### config.mk
export PLATFORM = sky130hd
export DESIGN_NAME = z16_multicycle_ctrl
export DESIGN_NICKNAME = d
export VERILOG_FILES = /design/src/rtl/z16_ctrl_pkg.sv /design/src/rtl/z16_perf_counter.sv /design/src/rtl/z16_multicycle_ctrl.sv
export SDC_FILE = /design/constraint.sdc
export NUM_CORES = 1
export LEC_CHECK = 0
export CORE_AREA = 2 2 56 58
export CTS_CLUSTER_DIAMETER = 80
export DETAILED_ROUTE_END_ITERATION = 16
export DIE_AREA = 0 0 58 60
export PLACE_DENSITY_LB_ADDON = 0.25
export RECOVER_POWER = 25
export SLEW_MARGIN = 20
export SYNTH_ARGS = -nofsm -noshare
export SYNTH_HDL_FRONTEND = slang
export SYNTH_SLANG_ARGS = --single-unit
### constraint.sdc
create_clock -name i_clk -period 2.1 [get_ports i_clk]
set_clock_uncertainty 0.1 [all_clocks]
set_input_delay 0.315 -clock i_clk [delete_from_list [all_inputs] [get_ports i_clk]]
set_output_delay 0.315 -clock i_clk [all_outputs]
set_load 0.05 [all_outputs]
### src/rtl/z16_ctrl_pkg.sv
// z16_ctrl_pkg: shared state encoding, opcode constants and opcode-class decode
// for the Z16 multi-cycle sequencer.
package z16_ctrl_pkg;

  typedef enum logic [2:0] {
    ST_FETCH  = 3'd0,
    ST_DECODE = 3'd1,
    ST_EXEC   = 3'd2,
    ST_MEM    = 3'd3,
    ST_WB     = 3'd4,
    ST_HALT   = 3'd5
  } state_t;

  typedef enum logic [2:0] {
    CLS_ALU    = 3'd0,
    CLS_LOAD   = 3'd1,
    CLS_STORE  = 3'd2,
    CLS_BRANCH = 3'd3,
    CLS_HALT   = 3'd4
  } op_class_t;

  localparam logic [3:0] OP_LOAD     = 4'h9;
  localparam logic [3:0] OP_LI       = 4'hA;
  localparam logic [3:0] OP_STORE    = 4'hB;
  localparam logic [3:0] OP_BR_FIRST = 4'hC;
  localparam logic [3:0] OP_BR_LAST  = 4'hE;
  localparam logic [3:0] OP_HALT     = 4'hF;

  // LI sits between LOAD and STORE but behaves as an ALU op.
  function automatic op_class_t op_class(input logic [3:0] op);
    if (op == OP_LOAD)
      return CLS_LOAD;
    else if (op == OP_STORE)
      return CLS_STORE;
    else if (op == OP_HALT)
      return CLS_HALT;
    else if (op >= OP_BR_FIRST && op <= OP_BR_LAST)
      return CLS_BRANCH;
    else if (op == OP_LI)
      return CLS_ALU;
    else
      return CLS_ALU;
  endfunction

endpackage

### src/rtl/z16_perf_counter.sv
// z16_perf_counter: 32-bit enabled counter, wraps from 0xFFFFFFFF to 0.
`default_nettype none

module z16_perf_counter (
  input  logic        clk,
  input  logic        rst_n,
  input  logic        en,
  output logic [31:0] count
);

  always_ff @(posedge clk or negedge rst_n) begin
    if (!rst_n)
      count <= 32'd0;
    else if (en)
      count <= count + 32'd1;
  end

endmodule

`default_nettype wire

### src/rtl/z16_multicycle_ctrl.sv
// z16_multicycle_ctrl: FETCH/DECODE/EXEC/MEM/WB/HALT sequencer for the Z16 core.
// Z16_SEQ_PERF_EN builds the retired-instruction and memory-stall counters.
`default_nettype none

module z16_multicycle_ctrl
  import z16_ctrl_pkg::*;
(
  input  logic        i_clk,
  input  logic        i_rst_n,
  input  logic [3:0]  i_opcode,
  input  logic        i_rd_wen,
  input  logic        i_mem_wen,
  input  logic        i_br_taken,
  input  logic        i_resume,
  output logic        o_imem_req,
  input  logic        i_imem_ack,
  output logic        o_dmem_req,
  output logic        o_dmem_we,
  input  logic        i_dmem_ack,
  output logic        o_ir_we,
  output logic        o_pc_we,
  output logic        o_pc_sel,
  output logic        o_rf_wen,
  output logic        o_rf_wsel,
  output logic        o_halted,
  output logic [2:0]  o_state,
  output logic [31:0] o_retired,
  output logic [31:0] o_stall_cycles
);

  state_t    state;
  logic      started;
  op_class_t cls;

  assign cls     = op_class(i_opcode);
  assign o_state = state;

  // started keeps the fetch request low until the first clock after reset release.
  always_ff @(posedge i_clk or negedge i_rst_n) begin
    if (!i_rst_n) begin
      state   <= ST_FETCH;
      started <= 1'b0;
    end else begin
      started <= 1'b1;
      case (state)
        ST_FETCH:  if (started && i_imem_ack) state <= ST_DECODE;
        ST_DECODE: state <= ST_EXEC;
        ST_EXEC: begin
          case (cls)
            CLS_LOAD, CLS_STORE: state <= ST_MEM;
            CLS_BRANCH:          state <= ST_FETCH;
            CLS_HALT:            state <= ST_HALT;
            default:             state <= ST_WB;
          endcase
        end
        ST_MEM: begin
          if (i_dmem_ack)
            state <= (cls == CLS_LOAD) ? ST_WB : ST_FETCH;
        end
        ST_WB:   state <= ST_FETCH;
        ST_HALT: if (i_resume) state <= ST_FETCH;
        default: state <= ST_FETCH;
      endcase
    end
  end

  always_comb begin
    o_imem_req = 1'b0;
    o_dmem_req = 1'b0;
    o_dmem_we  = 1'b0;
    o_ir_we    = 1'b0;
    o_pc_we    = 1'b0;
    o_pc_sel   = 1'b0;
    o_rf_wen   = 1'b0;
    o_rf_wsel  = 1'b0;
    o_halted   = 1'b0;
    case (state)
      ST_FETCH: begin
        o_imem_req = started;
        o_ir_we    = started & i_imem_ack;
      end
      ST_EXEC: begin
        if (cls == CLS_BRANCH) begin
          o_pc_we  = 1'b1;
          o_pc_sel = i_br_taken;
        end else if (cls == CLS_HALT) begin
          o_pc_we  = 1'b1;
        end
      end
      ST_MEM: begin
        o_dmem_req = 1'b1;
        o_dmem_we  = i_mem_wen;
        o_pc_we    = i_dmem_ack & (cls == CLS_STORE);
      end
      ST_WB: begin
        o_rf_wen  = (cls == CLS_LOAD) ? 1'b1 : i_rd_wen;
        o_rf_wsel = (cls == CLS_LOAD);
        o_pc_we   = 1'b1;
      end
      ST_HALT: o_halted = 1'b1;
      default: ;
    endcase
  end

`ifdef Z16_SEQ_PERF_EN
  // Every retire point coincides with a PC update.
  logic retire;
  logic stall;

  assign retire = o_pc_we;
  assign stall  = (o_imem_req & ~i_imem_ack) | (o_dmem_req & ~i_dmem_ack);

  z16_perf_counter u_retired (
    .clk   (i_clk),
    .rst_n (i_rst_n),
    .en    (retire),
    .count (o_retired)
  );

  z16_perf_counter u_stalls (
    .clk   (i_clk),
    .rst_n (i_rst_n),
    .en    (stall),
    .count (o_stall_cycles)
  );
`else
  assign o_retired      = 32'd0;
  assign o_stall_cycles = 32'd0;
`endif

endmodule

`default_nettype wire

### Word-level counts from Yosys, hierarchy flattened

Cells that the tools add are included.
W data, S select, Z words.

* output and inout bits: 76
* bits in registers: 4

* bitwise logic cells: 2
* reductions and logical operators: 5
* eq/ne operators: 15
* magnitude comparators: 2
* mux-type cells: 23

Operators by type and width (number)
* $mux W3: 7
* $pmux W3 S5: 1
* $eq A3 B2 Y1 const B: 4
* $eq A4 B4 Y1 const B: 3
* $mux W1: 12
* $eq A3 B3 Y1 const B: 3
* $pmux W3 S3: 1
* $eq A3 B1 Y1 const B: 2
* $ne A2 B2 Y1 const B: 3
* $ge A4 B4 Y1 const B: 1
* $le A4 B4 Y1 const B: 1
* $logic_not A3 Y1: 1
* $pmux W1 S3: 1
* $reduce_and A3 Y1: 1
* $and A1 B1 Y1: 2
* $logic_and A1 B1 Y1: 2
* $mux W2: 1
* $reduce_or A2 Y1: 1

### Depth between registers and ports, before layout

* depth in word-level cells: 10
* gate-level depth with buffers: 5

### Worst setup path before layout

OpenSTA, ideal clock, no wires.

* path type: register -> output
* from: register state[0], in the netlist o_state[0]
* to: output port o_ir_we
* path buffers: 1
* data required time: 1685 ps
* stages on the path, launching flop included: 4
* arrival: 2411 ps
* path slack: -726 ps
* cells stage by stage: dfrtp_1 > buf_2 > nor4b_2 > and2_1

* word-level cells in the longest chain between the ends: 2

RTL lines
* start, declared: RTL line z16_multicycle_ctrl.sv:31 `state_t state;`
* start signal, assigned: RTL line z16_multicycle_ctrl.sv:58 `state <= (cls == CLS_LOAD) ? ST_WB : ST_FETCH;`
* $logic_not A3 Y1: RTL line z16_multicycle_ctrl.sv:77 `case (state)`
* $mux W1: RTL line z16_multicycle_ctrl.sv:77
* end, declared: RTL line z16_multicycle_ctrl.sv:20 `output logic o_ir_we,`

Every way passes these cells.

### Worst setup path in the final report

* from: input port i_opcode[3]
* to: output port o_rf_wsel

* word-level cells in the longest chain between the ends: 8

RTL lines
* start, declared: RTL line z16_multicycle_ctrl.sv:10 `input logic [3:0] i_opcode,`
* $ge A4 B4 Y1 / $le A4 B4 Y1 (equally long branches): RTL line z16_ctrl_pkg.sv:37 `else if (op >= OP_BR_FIRST && op <= OP_BR_LAST)`
* $logic_and A1 B1 Y1: RTL line z16_ctrl_pkg.sv:37
* $mux W2: RTL line z16_ctrl_pkg.sv:37
* $mux W3: RTL line z16_ctrl_pkg.sv:35 `else if (op == OP_HALT)`
* $mux W3: RTL line z16_ctrl_pkg.sv:33 `else if (op == OP_STORE)`
* $mux W3 (*): RTL line z16_ctrl_pkg.sv:31 `if (op == OP_LOAD)`
* $eq A3 B1 Y1 (*): RTL line z16_multicycle_ctrl.sv:97 `o_rf_wsel = (cls == CLS_LOAD);`
* $mux W1 (*): RTL line z16_multicycle_ctrl.sv:77
* end, declared: RTL line z16_multicycle_ctrl.sv:24 `output logic o_rf_wsel,`

Every way passes the cells marked *; elsewhere a longest branch is shown, timed or not.

==> results.toml <==
[die]
die_w_microns = 58
coreArea_sq_mm = 0.00290
rows = 20
start_util_pct = 30.9
fp.dieH_microns = 60
pin_count = 88
die-area_sq_mm = 0.00348

[layout]
area_delta_synth_final_pct = 18.3
n_antenna_cell = 0
utilization_pct = 36.5
layout-drive-gt1-share_pct = 22.5
nets = 156
final_area_sq_mm = 0.00106

[synth]
synth_top_cell_by_area = "buf_4"
ys.flop_type = "dfrtp_1"
ys_ff_latch = 4
synth.top_cell.area_share_pct = 53.6
synthesis.area_sq_um = 896
synth-edff-count = 0
avgSynthCellArea_sq_um = 7.66
synth_warnings = 0
syn_inst = 117
ys_seq_area_share_pct = 11.2
ys_async_sr_fraction_pct = 100
synth_cell_types = 30
yosys-top-cells-area = "buf_4 54%, dfrtp_1 11%, nor2_1 4.2%"

[clocking]
cts_hold_buffers = 0
cts-root-buf = "clkbuf_4"
post_cts_buffers = 0
clkTransAtPathRegs_ns = 0.04
post_cts_resized = 1
tritoncts.num_buffers = 3
clock_path_buffers = 2
cts_htree_levels = 1
insertion_delay_ns = 0.23
cts_tree = "done"
cts_sinks = 4

[grt]
grt_use_met1_pct = 8.45
met3_usage_pct = 1.30
grt_pass1_vias = 495
grt.overflow.total = 0
grt_max_degree = 17
grt_first_pass_wirelength_microns = 2080
grtUsageMet2_pct = 13.6
track_usage_pct = 7.82
antenna_found_initial = 0
gr-max-usage-layer = "met2"

[sta]
fin_crit_ns = 1.97
hold_viol = 0
slew_headroom_pct = 63.5
setup_violations = 0
max_freq_mhz = 507
rsz0062_at_grt = "no"
holdWs_ns = 0.251
tightest_slew_ns = 0.547
finalWorstSetupSlack_ns = 0.129
fin_crit_sh_pct = 93.8
slew_viol_final = 0

[pwr]
leakage_nw = 0.523
total_power_mw = 1.33
powerDensity_mw_per_mm2 = 1250
vdd_drop_max_mv = 0.754

[drt]
drc = 0
post_drt_wl_per_cell_microns = 8.19
ant_nets = 0
dr.pass1.iters = 4
drt_iter0_drc = 7
num_vias = 620
wirelength_microns = 1430
via_per_inst = 3.54

[setup_path]
cp-start-kind = "input port"
cp_top_family = "buffers and inverters"
crit_buf_inv = 2
crit_path_end_kind = "output pin"
critPathMaxFanout = 4
arrival_ns = 1.56
slowest_stage = "clkdlybuf4s50_1"
cp.required_ns = 1.68
crit_chain = "clkdlybuf4s50_1 -> nand2_1 -> nor3_1 -> nor2b_2 -> buf_12"
path_class = "input port to output pin"
max_stage_delay_ns = 0.54

[flow_run]
max_cap_violations = 0

[placed_design]
numPortBuffers = 23
place_ws_ns = 0.00998
dp_hpwl_microns = 1250
gp_congestion = 0.783
place_area_sq_mm = 0.00104

[worst_hold_path]
hp-class = "input port to async pin"

[run_status]
outcome = "completed"
-- cell type report --
type | count | area (sq um)
fill | 313 | 1840
sequential | 4 | 100
inverter | 2 | 7.51
tap | 33 | 41.3
timing repair buffer | 25 | 327
clock buffer | 3 | 22.5
multi-input combinational | 108 | 562
-- power breakdown --
part | switching, mW | internal [mW]
sequential | 0.0821 | 0.106
clock | 0.0328 | 0.0640
combinational | 0.692 | 0.351
total | 0.807 | 0.521
-- through the flow --
stage	setup TNS, ns	instances
floorplan	-0.245	180
global placement	0	172
detailed placement	0	172
CTS	0	175
global route	0	175
finish	0	175
-- final timing paths --
check | start | to | slack (ns) | cells after the start
max | i_opcode[3] | o_rf_wsel | 0.13 | 5
min | i_rst_n | started | 0.25 | 1
max reg2reg | o_state[0] | o_state[0] | 0.42 | 4
min reg2reg | o_state[2] | o_state[1] | 0.56 | 1
max in group asynchronous | i_rst_n | o_state[0] | 1.48 | 1
min in group i_clk | o_state[2] | o_state[1] | 0.56 | 1
-- cells by family (layout without fill, tap and decap cells) --
| kind of cell | after synthesis | after routing | synth area share, % |
|---|---|---|---|
| AOI/OAI and AO/OA | 11 | 11 | 11.0 |
| other | 2 | 65 | 0.838 |
| and+or+nand+nor | 31 | 31 | 19.4 |
| muxes | 1 | 1 | 1.26 |
| buffers and inverters | 68 | 30 | 56.3 |
| DFF | 4 | 4 | 11.2 |
-- synthesized netlist by cell type, types with 2 or more instances --
cell and number:
nor3_1 2, conb_1 2, inv_1 2, nand2_1 6, a21oi_1 2, nor2_1 10
a211oi_2 2, dfrtp_1 4, buf_4 64, nor2b_1 2, o22ai_1 2
-- layer usage --
metal	up-vias	share of wire [%]	wire, microns
met3	2	12	169
met5	-	0	0
met1	269	36	522
li1	302	-	-
met4	0	0.77	11
met2	47	51	731
-- cells in the final DEF (no fill, tap or decap), types with 2 or more instances in the layout --
master            n
conb_1           65
clkdlybuf4s50_1   9
buf_12            9
nor2_1            8
nand2_1           6
buf_4             5
dfrtp_1           4
clkbuf_4          3
inv_1             2
nor2_2            2
nor3_1            2
a21oi_1           2
o22ai_1           2
a211oi_2          2
-- flip-flops by register name, indices dropped and copies added, names as in the netlist --
register / cells
o_state: 3
started: 1
No activity file was read; power rests on OpenSTA's default activity.
==> edit, RTL diff (same settings) <==
Make the reset (`i_rst_n`) synchronous in one clocked block.
--- a/src/rtl/z16_multicycle_ctrl.sv
+++ b/src/rtl/z16_multicycle_ctrl.sv
@@ -37,5 +37,5 @@
 
   // started keeps the fetch request low until the first clock after reset release.
-  always_ff @(posedge i_clk or negedge i_rst_n) begin
+  always_ff @(posedge i_clk) begin
     if (!i_rst_n) begin
       state   <= ST_FETCH;
Check against the original RTL: differs if i_rst_n is asserted again (counterexample within 4 cycles, from zero or initial values and one cycle with i_rst_n low); with i_rst_n held inactive, the same outputs for 10 cycles.
==> edit against the original RTL <==
Design area down 6.8%; wire length down 0.77%; setup slack worse by 0.028 ns; sequential cell count unchanged; count of clock-buffer cells in the layout unchanged; die area unchanged; area after synthesis down 5.0%; critical path type is now reg2out; largest cell class unchanged.
Power is not compared: it rests on default switching activity, and its combinational part moved more than twofold at a synthesized area within 25%.
==> edit: results (changes against the original RTL) <==
.. list-table::
   :header-rows: 1

   * - Metric
     - Value
   * - Critical register-to-register path endpoint
     - o_state[1]$_SDFFE_PN0P_
   * - Layout cell share with drive strength beyond 1
     - 18.0% (-4.5 points)
   * - Reg2Reg Depth
     - 3 (-1)
   * - Minimum setup slack among reg-to-reg paths
     - 0.72 ns (+0.30 ns)
   * - Placed wire-length estimate after detailed placement
     - 1200 um (-3.9%)
   * - Global-route wire length before repair
     - 2120 um (+2.0%)
   * - Pin count of the biggest net entering global routing
     - 15 (-2)
   * - Netlist cell types
     - 25 (-17%)
   * - Starting DRT DRC Count
     - 15 (+8)
   * - Actual transition at the worst max-transition pin
     - 0.522 ns (-0.0259 ns)
   * - FILL cells
     - 312 (-0.32%)
   * - Outcome
     - finished clean
   * - Met3 routed WL
     - 225 um (+33%)
   * - Max stage delay on crit path
     - 0.64 ns (+0.10 ns)
   * - Biggest fanout along the worst timing path
     - 14 (+10)
   * - Met2 wire len
     - 697 um (-4.7%)
   * - Worst hold slack
     - 0.493 ns (+0.241 ns)
   * - Met1 usage
     - 8.82% (+0.37 points)
   * - Share of the cycle needed by the critical path after routing
     - 95.2% (+1.3 points)
   * - Most common flop cell mapped by yosys
     - sky130_fd_sc_hd__dfxtp_1
   * - Top layer reached by signal wires
     - met3
   * - Via/cell ratio
     - 3.59 (+1.3%)
   * - NumNets Final
     - 147 (-5.8%)
   * - Routed WL
     - 1420 um (-0.77%)
   * - Path type of the worst min-delay path
     - reg2reg
   * - Source of the worst register-to-register timing path
     - o_state[0]$_SDFFE_PN0P_
   * - Synth top cells by count
     - 64 x sky130_fd_sc_hd__buf_4, 5 x sky130_fd_sc_hd__nand2_1, 4 x sky130_fd_sc_hd__dfxtp_1
   * - Top post-synthesis cells by area
     - sky130_fd_sc_hd__buf_4 56%, sky130_fd_sc_hd__dfxtp_1 9.4%, sky130_fd_sc_hd__and4bb_2 2.9%
   * - Wire length the detailed router placed on met1
     - 500 um (-4.2%)
   * - Data arrival time of the worst path
     - 1.58 ns (+0.02 ns)
==> edit: worst max-delay path: cells and delay by family (launching register included) <==
kind	cells	cell delay, ns
buf+inv	1	0.16
simple gates	1	0.27
compound gates	2	0.28
flops	1	0.64
==> edit: kinds of logic after synthesis <==
group           count (synthesis)  synth area share, %
buf+inv                        70                 61.0
flops                           4                 9.41
other cells                     1                0.441
compound gates                 10                 7.35
simple gates                   25                 21.8
==> edit: layout make-up <==
| cell class | count | share of cell area, % |
|---|---|---|
| clock buffer | 3 | 2.28 |
| sequential | 4 | 8.37 |
| tap | 33 | 4.18 |
| inverter | 3 | 1.52 |
| multi-input combinational | 99 | 50.7 |
| timing repair buffer | 24 | 33.0 |
==> edit: worst max-delay path by stage <==
stage / from / end / slack [ns] / depth (start not counted)
after floorplan: o_state[2]$_SDFFE_PN0P_ / o_ir_we / -0.07 / 4
after global placement: i_opcode[3] / o_rf_wen / 0.15 / 5
after detailed placement: i_opcode[3] / o_rf_wen / 0.14 / 5
after CTS: o_state[0]$_SDFFE_PN0P_ / o_pc_we / 0.07 / 4
after global routing: o_state[0]$_SDFFE_PN0P_ / o_pc_we / 0.03 / 4
final: o_state[0]$_SDFFE_PN0P_ / o_pc_we / 0.10 / 4
==> edit: stage by stage <==
stage                     setup slack, ns  util, %  instance area, um2  cells
after detailed placement            0.144     33.2                 965    163
final                               0.102     34.0                 987    166
after global placement              0.146     33.2                 965    163
after floorplan                   -0.0682        -                1110    173
after global routing               0.0254     34.0                 987    166
after CTS                          0.0750     34.0                 987    166
==> edit: power groups by stage <==
stage               Combinational (uW)  Clock [uW]  Sequential [uW]
detailed placement                 339           0             88.2
global placement                   339           0             88.1
floorplan                          383           0             89.9
CTS                                340         102             86.9
finish                             342        96.8             87.0
global route                       355         109             87.3
